--- config.mk ---
export PLATFORM = sky130hd
export DESIGN_NAME = iterative_shift_unit_flat
export DESIGN_NICKNAME = d
export VERILOG_FILES = /design/src/rtl/shift_pkg.sv /design/src/rtl/iterative_shift_unit_if.sv /design/src/rtl/shift_step.sv /design/src/rtl/iterative_shift_unit.sv /design/src/flat_wrapper.sv
export SDC_FILE = /design/constraint.sdc
export NUM_CORES = 1
export LEC_CHECK = 0
export CAP_MARGIN = 20
export CORE_ASPECT_RATIO = 2
export CORE_MARGIN = 2
export CORE_UTILIZATION = 55
export DETAILED_ROUTE_END_ITERATION = 7
export PLACE_DENSITY = 0.9
export SETUP_SLACK_MARGIN = 0.15
export SYNTH_ARGS = -nofsm -noshare
export SYNTH_HDL_FRONTEND = slang
export SYNTH_SLANG_ARGS = --single-unit
export TNS_END_PERCENT = 20
--- constraint.sdc ---
create_clock -name clk -period 2.7 [get_ports clk]
set_input_delay 0.54 -clock clk [delete_from_list [all_inputs] [get_ports clk]]
set_output_delay 0.54 -clock clk [all_outputs]
set_load 0.01 [all_outputs]
--- src/rtl/shift_pkg.sv ---
// Shared encodings for the iterative shift unit: operation codes and FSM states.
package shift_pkg;

    localparam logic [1:0] OP_SLL = 2'b00;
    localparam logic [1:0] OP_SRL = 2'b01;
    localparam logic [1:0] OP_SRA = 2'b10;
    localparam logic [1:0] OP_ROR = 2'b11;

    localparam logic [1:0] IDLE  = 2'd0;
    localparam logic [1:0] SHIFT = 2'd1;
    localparam logic [1:0] DONE  = 2'd2;

endpackage

--- src/rtl/iterative_shift_unit_if.sv ---
// Request/response handshake bundle between the core and the iterative shift unit.
interface iterative_shift_unit_if #(
    parameter int unsigned XLEN    = 32,
    parameter int unsigned SHAMT_W = $clog2(XLEN)
);

    logic               in_valid;
    logic               in_ready;
    logic [1:0]         op;
    logic [XLEN-1:0]    operand;
    logic [SHAMT_W-1:0] shamt;
    logic               out_valid;
    logic               out_ready;
    logic [XLEN-1:0]    result;
    logic               busy;

    modport master (
        output in_valid, op, operand, shamt, out_ready,
        input  in_ready, out_valid, result, busy
    );

    modport slave (
        input  in_valid, op, operand, shamt, out_ready,
        output in_ready, out_valid, result, busy
    );

endinterface

--- src/rtl/shift_step.sv ---
// Combinational single step: shifts data by 0..STEP bits for the given op.
// Rotate is only built when SHIFT_ROTATE_EN is defined; otherwise op 11 acts as SRL.
module shift_step
    import shift_pkg::*;
#(
    parameter  int unsigned XLEN  = 32,
    parameter  int unsigned STEP  = 4,
    localparam int unsigned AMT_W = $clog2(STEP + 1)
) (
    input  logic [XLEN-1:0]  data,
    input  logic [1:0]       op,
    input  logic [AMT_W-1:0] amt,
    output logic [XLEN-1:0]  result
);

    always_comb begin
        result = data;
        case (op)
            OP_SLL: result = data << amt;
            // The work register keeps the original sign bit, so every step refills with it.
            OP_SRA: result = $unsigned($signed(data) >>> amt);
`ifdef SHIFT_ROTATE_EN
            OP_ROR: result = (data >> amt) | (data << (XLEN - 32'(amt)));
`endif
            default: result = data >> amt;
        endcase
    end

endmodule

--- src/rtl/iterative_shift_unit.sv ---
// Multi-cycle SLL/SRL/SRA unit shifting at most STEP bits per cycle behind a valid/ready bus.
// Define SHIFT_ROTATE_EN to add rotate-right on op 11.
module iterative_shift_unit
    import shift_pkg::*;
#(
    parameter int unsigned XLEN = 32,
    parameter int unsigned STEP = 4
) (
    input  logic                  clk,
    input  logic                  reset,
    iterative_shift_unit_if.slave bus
);

    localparam int unsigned SHAMT_W = $clog2(XLEN);
    localparam int unsigned AMT_W   = $clog2(STEP + 1);

    logic [1:0]         state_q, state_d;
    logic [1:0]         op_q, op_d;
    logic [XLEN-1:0]    work_q, work_d;
    logic [SHAMT_W-1:0] rem_q, rem_d;
    logic [AMT_W-1:0]   step_amt;
    logic [XLEN-1:0]    step_out;

    always_comb begin
        if (32'(rem_q) < STEP) begin
            step_amt = AMT_W'(rem_q);
        end else begin
            step_amt = AMT_W'(STEP);
        end
    end

    shift_step #(
        .XLEN (XLEN),
        .STEP (STEP)
    ) u_step (
        .data   (work_q),
        .op     (op_q),
        .amt    (step_amt),
        .result (step_out)
    );

    always_comb begin
        state_d = state_q;
        op_d    = op_q;
        work_d  = work_q;
        rem_d   = rem_q;
        case (state_q)
            IDLE: begin
                if (bus.in_valid) begin
                    op_d    = bus.op;
                    work_d  = bus.operand;
                    rem_d   = bus.shamt;
                    state_d = (bus.shamt != '0) ? SHIFT : DONE;
                end
            end
            SHIFT: begin
                work_d = step_out;
                rem_d  = rem_q - SHAMT_W'(step_amt);
                if (rem_q == SHAMT_W'(step_amt)) begin
                    state_d = DONE;
                end
            end
            DONE: begin
                if (bus.out_ready) begin
                    state_d = IDLE;
                end
            end
            default: state_d = IDLE;
        endcase
    end

    always_ff @(posedge clk or posedge reset) begin
        if (reset) begin
            state_q <= IDLE;
            op_q    <= OP_SLL;
            work_q  <= '0;
            rem_q   <= '0;
        end else begin
            state_q <= state_d;
            op_q    <= op_d;
            work_q  <= work_d;
            rem_q   <= rem_d;
        end
    end

    // in_ready looks at reset directly so the core never sees a ready unit during reset.
    assign bus.in_ready  = (state_q == IDLE) && !reset;
    assign bus.out_valid = (state_q == DONE);
    assign bus.busy      = (state_q == SHIFT) || (state_q == DONE);
    assign bus.result    = work_q;

endmodule

--- src/flat_wrapper.sv ---
// flat-port wrapper written by rule: the top's interface ports become plain ports
module iterative_shift_unit_flat import shift_pkg::*;
#(
    parameter int unsigned XLEN = 32,
    parameter int unsigned STEP = 4
)
  (clk, reset, bus_in_valid, bus_op, bus_operand, bus_shamt, bus_out_ready, bus_in_ready, bus_out_valid, bus_result, bus_busy);
  iterative_shift_unit_if #(.XLEN(XLEN)) bus_i ();
  input  logic clk;
  input  logic reset;
  input wire logic [$bits(bus_i.in_valid)-1:0] bus_in_valid;
  input wire logic [$bits(bus_i.op)-1:0] bus_op;
  input wire logic [$bits(bus_i.operand)-1:0] bus_operand;
  input wire logic [$bits(bus_i.shamt)-1:0] bus_shamt;
  input wire logic [$bits(bus_i.out_ready)-1:0] bus_out_ready;
  output wire logic [$bits(bus_i.in_ready)-1:0] bus_in_ready;
  output wire logic [$bits(bus_i.out_valid)-1:0] bus_out_valid;
  output wire logic [$bits(bus_i.result)-1:0] bus_result;
  output wire logic [$bits(bus_i.busy)-1:0] bus_busy;
  assign bus_i.in_valid = bus_in_valid;
  assign bus_i.op = bus_op;
  assign bus_i.operand = bus_operand;
  assign bus_i.shamt = bus_shamt;
  assign bus_i.out_ready = bus_out_ready;
  assign bus_in_ready = bus_i.in_ready;
  assign bus_out_valid = bus_i.out_valid;
  assign bus_result = bus_i.result;
  assign bus_busy = bus_i.busy;
  iterative_shift_unit #(.XLEN(XLEN), .STEP(STEP)) u_core (.clk(clk), .reset(reset), .bus(bus_i));
endmodule
==> results.sh, run 1 <==
export IMPL_outcome="completed"
export IMPL_grt_busiest_layer="met2"
export IMPL_finish_net_count=659
export IMPL_top_cell_type_s_share_of_synthesized_area_pct=22.85
export IMPL_netlist_cell_type_count=59
export IMPL_gp_congestion=0.9430
export IMPL_slowest_delay_ns=0.52
export IMPL_worst_path_max_delay_cell="sky130_fd_sc_hd__and2_1"
export IMPL_ys_seq_area_share_pct=22.85
export IMPL_cts_hold_fix_buffers=0
export IMPL_detail_route_drc_violations=0
export IMPL_globalRouteMet3Util_pct=8.284
export IMPL_netlist_top_cells_area="sky130_fd_sc_hd__dfrtp_1 (23%), sky130_fd_sc_hd__mux4_2 (11%), sky130_fd_sc_hd__mux2i_1 (9.8%)"
export IMPL_leakage_nw=2.206
export IMPL_place_hpwl_um=11150
export IMPL_cts_inserted_buffers=5
export IMPL_wire_length_of_the_first_global_routing_pass_um=25960
export IMPL_holdCritStartpoint="u_core.state_q[0]"
export IMPL_hold_path_class="flop to flop"
export IMPL_count_of_state_elements_after_synthesis=41
export IMPL_die_area_mm2=0.008945
export IMPL_final_min_period_over_clock_period_pct=86.55
export IMPL_synth_edff_count=0
export IMPL_routed_wirelength_um=16440
export IMPL_synthMostInstantiatedCell="sky130_fd_sc_hd__nand2_1"
export IMPL_cts_sinks=41
export IMPL_synth_top_flop_cell="sky130_fd_sc_hd__dfrtp_1"
export IMPL_power_ir_vdd_worst_mv=0.7927
export IMPL_fin_skew_ns=0.004298
export IMPL_power_per_cell_area_mw_per_mm2=1319
export IMPL_detailroute_via_count=5197
export IMPL_grt_max_degree=42
export IMPL_multiInputGateArea_mm2=0.003110
export IMPL_detailedRoute_firstIterationViolations=1100
export IMPL_timing_max_transition_violations_final=0
export IMPL_cts_tree="yes"
export IMPL_cts_root_buffer_cell="sky130_fd_sc_hd__clkbuf_16"
export IMPL_drive_above_1_share_pct=10.93
export IMPL_synth_fp_nets=618
export IMPL_fin_tns_setup_ns=0
export IMPL_design_core_area_mm2=0.007943
export IMPL_global_route_usage_total_pct=37.93
export IMPL_worst_setup_path_end_kind="flop"
export IMPL_via_per_inst=7.330
export IMPL_finalHoldViolCount=0
export IMPL_finalWorstPathRequiredPeriod_ns=2.337
export IMPL_critical_path_class="flop to flop"
export IMPL_fp_dieW_um=67.89
export IMPL_area_growth_synth_to_final_pct=21.29
export IMPL_fmaxAchievable_mhz=427.9
export IMPL_first_global_vias=5156
export IMPL_htreeDepth=2
export IMPL_worst_setup_path_startpoint="u_core.state_q[0]"
export IMPL_clkTransAtPathRegs_ns=0.07
export IMPL_post_cts_setup_buffers=0
export IMPL_worstPathMaxFanout=14
export IMPL_antenna_found_initial=0
export IMPL_yosys_top_cells_count="sky130_fd_sc_hd__nand2_1 (86), sky130_fd_sc_hd__a21oi_1 (53), sky130_fd_sc_hd__mux2i_1 (44), sky130_fd_sc_hd__o21ai_0 (43)"
export IMPL_fp_dieH_um=131.8
export IMPL_syn_instance_count=571
export IMPL_pin_count=78
export IMPL_post_cts_resized_instances=0
export IMPL_maxSlewHeadroom_pct=57.18
export IMPL_endpoint_arrival_time_on_the_critical_path_ns=2.51
export IMPL_ys_async_sr_fraction_pct=100.0
export IMPL_groute_layer_met1_usage_pct=43.40
export IMPL_worst_ep_required_time_ns=2.87
export IMPL_clockBufferDepth=2
export IMPL_overflow_after_grt=0
export IMPL_buffer_ports_inserted=77
export IMPL_antenna_left=0
export IMPL_drv_cap=0
export IMPL_fp_row_count=46
export IMPL_timing_final_setup_violations=0
export IMPL_finalCoreUtilization_pct=68.56
export IMPL_detailedRoute_firstPassIterationCount=7
export IMPL_routed_wire_length_per_instance_um=23.19
export IMPL_post_synth_top_area_cell="sky130_fd_sc_hd__dfrtp_1"
export IMPL_timing_critical_path_cells="inv_1, ha_1, buf_4, nand2b_1, and2_1, o21ai_0, a221oi_1, nor3_1"
export IMPL_initial_utilization_pct=56.52
export IMPL_netlist_area_mm2=0.004489
export IMPL_worst_skew_pair_late_latency_ns=0.30
export IMPL_register_area_mm2=0.001027
export IMPL_insertedDiodeCount=0
export IMPL_globalRouteMet2Util_pct=59.53
export IMPL_critical_path_reg2reg_startpoint="u_core.state_q[0]"
export IMPL_post_synth_cell_area_avg_um2=7.862
export IMPL_ys_warn_count=0
export IMPL_fillers=660
export IMPL_tightestPinTransition_ns=0.6399
export IMPL_cp_start_kind="flop"
export IMPL_rsz0062_at_grt="false"
## cells by family after synthesis
group,share of synthesized area (%)
muxes,21.35
other,0.08353
DFF,22.85
buffers and inverters,8.166
and+or+nand+nor,20.85
adders and majority gates,1.115
AOI/OAI and AO/OA,25.59
## routing by layer
metal,part of all wire (%),routed length [um]
met5,0,0
met1,31,5171
met3,10,1697
met2,51,8308
met4,7.7,1266
## area by class of cell
class                      count  share of cell area [%]
timing repair buffer         105                   18.01
clock buffer                   7                   2.619
tap                           96                   2.206
sequential                    41                   18.86
clock inverter                 1                  0.5515
multi-input combinational    450                   57.12
inverter                       9                  0.6204
## where the power goes
part / switching (mW) / leakage, nW / internal, mW
clock: 0.284 / 0.0841 / 0.463
sequential: 0.790 / 0.479 / 0.902
combinational: 2.59 / 1.64 / 2.15
## cell usage in the layout (no fill, tap or decap), types with 18 or more instances in the layout
| master | Yosys | layout |
|---|---|---|
| sky130_fd_sc_hd__mux4_2 | 21 | 21 |
| sky130_fd_sc_hd__o21ai_0 | 43 | 42 |
| sky130_fd_sc_hd__dfrtp_1 | 41 | 40 |
| sky130_fd_sc_hd__mux2i_1 | 44 | 44 |
| sky130_fd_sc_hd__clkdlybuf4s50_1 | 0 | 77 |
| sky130_fd_sc_hd__nor2_1 | 25 | 25 |
| sky130_fd_sc_hd__nand3_1 | 18 | 18 |
| sky130_fd_sc_hd__nand2_1 | 86 | 86 |
| sky130_fd_sc_hd__a21oi_1 | 53 | 53 |
| sky130_fd_sc_hd__buf_4 | 4 | 28 |
| sky130_fd_sc_hd__nor3_1 | 24 | 23 |
## flip-flops by register name, summed over array words and instances, names as in the netlist
name / count
u_core.bus.result: 32
u_core.op_q: 2
u_core.rem_q: 5
u_core.state_q: 2
## critical path: cells and delay by family, from the launching register on
kind                       cells  cell delay [ns]
and+or+nand+nor                3             0.78
AOI/OAI and AO/OA              2             0.48
DFF                            1             0.38
buffers and inverters          2             0.29
adders and majority gates      1             0.27
## path summary, 6_finish.rpt
path / endpoint / cells after the start / slack, ns
max: u_core.bus.result[16] / 8 / 0.36
min: u_core.state_q[0] / 1 / 0.56
max reg2reg: u_core.bus.result[16] / 8 / 0.36
min reg2reg: u_core.state_q[0] / 1 / 0.56
max in group asynchronous: u_core.rem_q[1] / 3 / 1.50
min in group asynchronous: u_core.op_q[0] / 3 / 0.75
## stage by stage
stage	instance area, um^2	cells	hold slack, ns	power (mW)	setup slack (ns)
floorplan	4489	571	0.5026	4.643	0.2591
global placement	5273	701	0.5197	6.115	0.4046
detailed placement	5273	701	0.5413	6.260	0.3207
CTS	5445	709	0.5597	7.024	0.3755
global route	5445	709	0.5962	7.554	0.1656
finish	5445	709	0.5629	7.180	0.3632
(Power assumes the default switching activity.)
==> run 2: changes to the inputs <==
--- a/config.mk
+++ b/config.mk
@@ -5,12 +5,12 @@
 export SDC_FILE = /design/constraint.sdc
 export NUM_CORES = 1
 export LEC_CHECK = 0
-export CAP_MARGIN = 20
 export CORE_ASPECT_RATIO = 2
 export CORE_MARGIN = 2
 export CORE_UTILIZATION = 55
 export DETAILED_ROUTE_END_ITERATION = 7
 export PLACE_DENSITY = 0.9
+export RECOVER_POWER = 50
 export SETUP_SLACK_MARGIN = 0.15
 export SYNTH_ARGS = -nofsm -noshare
 export SYNTH_HDL_FRONTEND = slang
==> run 2 against run 1 <==
Effect of this change:
- sequential share of layout area hardly changed
- via count is 0.69% higher
- utilization is 0.11 points lower
- non-clock buffer count stayed put
- routed wire length is 0.31% higher
- worst hold slack worse by 0.0043 ns
- critical path type unchanged
- critical endpoint is now u_core.bus.result[30]
==> results.sh, run 2 (synthesis results as in run 1) <==
export IMPL_finish_net_count=659
export IMPL_gp_congestion=0.9430
export IMPL_insertedDiodeCount=0
export IMPL_cp_start_kind="flop"
export IMPL_antenna_found_initial=0
export IMPL_clockBufferDepth=2
export IMPL_detailroute_via_count=5233
export IMPL_detailedRoute_firstIterationViolations=956
export IMPL_endpoint_arrival_time_on_the_critical_path_ns=2.51
export IMPL_place_hpwl_um=11150
export IMPL_area_growth_synth_to_final_pct=21.10
export IMPL_pin_count=78
export IMPL_fin_tns_setup_ns=0
export IMPL_maxSlewHeadroom_pct=22.07
export IMPL_fp_dieW_um=67.89
export IMPL_fp_dieH_um=131.8
export IMPL_design_core_area_mm2=0.007943
export IMPL_buffer_ports_inserted=77
export IMPL_rsz0062_at_grt="false"
export IMPL_timing_reg2reg_worst_path_depth=5
export IMPL_fin_skew_ns=0.004818
export IMPL_critical_path_reg2reg_startpoint="u_core.rem_q[4]"
export IMPL_worst_skew_pair_late_latency_ns=0.30
export IMPL_routed_wire_length_per_instance_um=23.27
export IMPL_worst_path_dominant_cell_family="simple AND/OR/NAND/NOR gates"
export IMPL_dpl_cell_count=701
export IMPL_fin_cells=709
export IMPL_worst_path_max_delay_cell="sky130_fd_sc_hd__or4b_1"
export IMPL_wire_length_of_the_first_global_routing_pass_um=25960
export IMPL_post_cts_resized_instances=0
export IMPL_drive_above_1_share_pct=10.77
export IMPL_overflow_after_grt=0
export IMPL_cp_num_buf_inv=1
export IMPL_global_route_usage_total_pct=37.93
export IMPL_timing_critical_path_cells="or4b_1, buf_4, mux4_2, a221oi_2, nor3_1"
export IMPL_cts_hold_fix_buffers=0
export IMPL_fp_row_count=46
export IMPL_leakage_nw=2.203
export IMPL_finalCoreUtilization_pct=68.45
export IMPL_mostFrequentLayoutCells="sky130_fd_sc_hd__nand2_1 (86), sky130_fd_sc_hd__clkdlybuf4s50_1 (63), sky130_fd_sc_hd__a21oi_1 (53)"
export IMPL_antenna_left=0
export IMPL_slowest_delay_ns=0.52
export IMPL_whs_ns=0.5586
export IMPL_worst_r2r_setup_slack_ns=0.36
export IMPL_timing_max_transition_violations_final=0
export IMPL_drv_cap=0
export IMPL_outcome="completed"
export IMPL_multiInputGateArea_mm2=0.003110
export IMPL_worstPathMaxFanout=33
export IMPL_cts_inserted_buffers=5
export IMPL_clkTransAtPathRegs_ns=0.06
export IMPL_cts_sinks=41
export IMPL_grt_max_degree=42
export IMPL_critical_path_class="flop to flop"
export IMPL_largest_reg_flops=32
export IMPL_worst_setup_path_startpoint="u_core.rem_q[4]"
export IMPL_routed_wirelength_um=16500
export IMPL_layout_cells_most_common="sky130_fd_sc_hd__nand2_1"
export IMPL_fillers=664
export IMPL_finalWorstPathRequiredPeriod_ns=2.336
export IMPL_holdCritStartpoint="u_core.state_q[0]"
export IMPL_cts_tree="yes"
export IMPL_worst_ep_required_time_ns=2.88
export IMPL_cts_root_buffer_cell="sky130_fd_sc_hd__clkbuf_16"
export IMPL_detail_route_drc_violations=0
export IMPL_timing_final_setup_violations=0
export IMPL_register_area_mm2=0.001027
export IMPL_place_worst_setup_slack_ns=0.3207
export IMPL_initial_utilization_pct=56.52
export IMPL_hold_path_class="flop to flop"
export IMPL_post_cts_setup_buffers=0
export IMPL_via_per_inst=7.381
export IMPL_finalHoldViolCount=0
export IMPL_final_min_period_over_clock_period_pct=86.52
export IMPL_tightestPinTransition_ns=1.169
export IMPL_fmaxAchievable_mhz=428.1
export IMPL_htreeDepth=2
export IMPL_power_per_cell_area_mw_per_mm2=1312
export IMPL_detailedRoute_firstPassIterationCount=7
export IMPL_power_ir_vdd_worst_mv=0.7822
export IMPL_fin_ws_ns=0.3639
export IMPL_first_global_vias=5156
export IMPL_reg2reg_to="u_core.bus.result[30]"
export IMPL_die_area_mm2=0.008945
export IMPL_worstHoldPathCells=1
export IMPL_worst_setup_path_end_kind="flop"
export IMPL_worst_hold_path_endpoint="u_core.state_q[0]"
-- run 2: layout make-up --
| type | instances | area share (%) |
|---|---|---|
| tap | 96 | 2.209 |
| clock inverter | 1 | 0.5524 |
| inverter | 9 | 0.6214 |
| timing repair buffer | 105 | 17.88 |
| clock buffer | 7 | 2.624 |
| sequential | 41 | 18.90 |
| multi-input combinational | 450 | 57.22 |
-- run 2: worst max-delay path by stage --
stage / to / slack [ns] / cells past startpoint
floorplan: u_core.rem_q[4] / 0.26 / 11
global placement: u_core.bus.result[7] / 0.40 / 6
detailed placement: u_core.bus.result[16] / 0.32 / 6
CTS: bus_in_ready / 0.38 / 4
global route: u_core.bus.result[10] / 0.17 / 8
finish: u_core.bus.result[30] / 0.36 / 5
-- run 2: per-layer routing --
metal	global-route usage (%)	wire length, um	vias to the layer above
li1	-	-	2218
met1	43.40	5331	2438
met2	59.53	8306	451
met3	8.284	1582	126
met4	28.11	1275	0
met5	0	0	-
-- run 2: power breakdown --
group	total [mW]	internal [mW]	switching, mW	leakage (nW)
Clock	0.746	0.463	0.282	0.0841
Sequential	1.69	0.902	0.793	0.479
Combinational	4.69	2.11	2.59	1.64
-- run 2: per-stage QoR --
step           cell area [um^2]  power (mW)
4_1_cts                    5445       7.024
6_report                   5436       7.135
3_5_place_dp               5273       6.260
3_3_place_gp               5273       6.115
5_1_grt                    5436       7.511
2_1_floorplan              4489       4.643
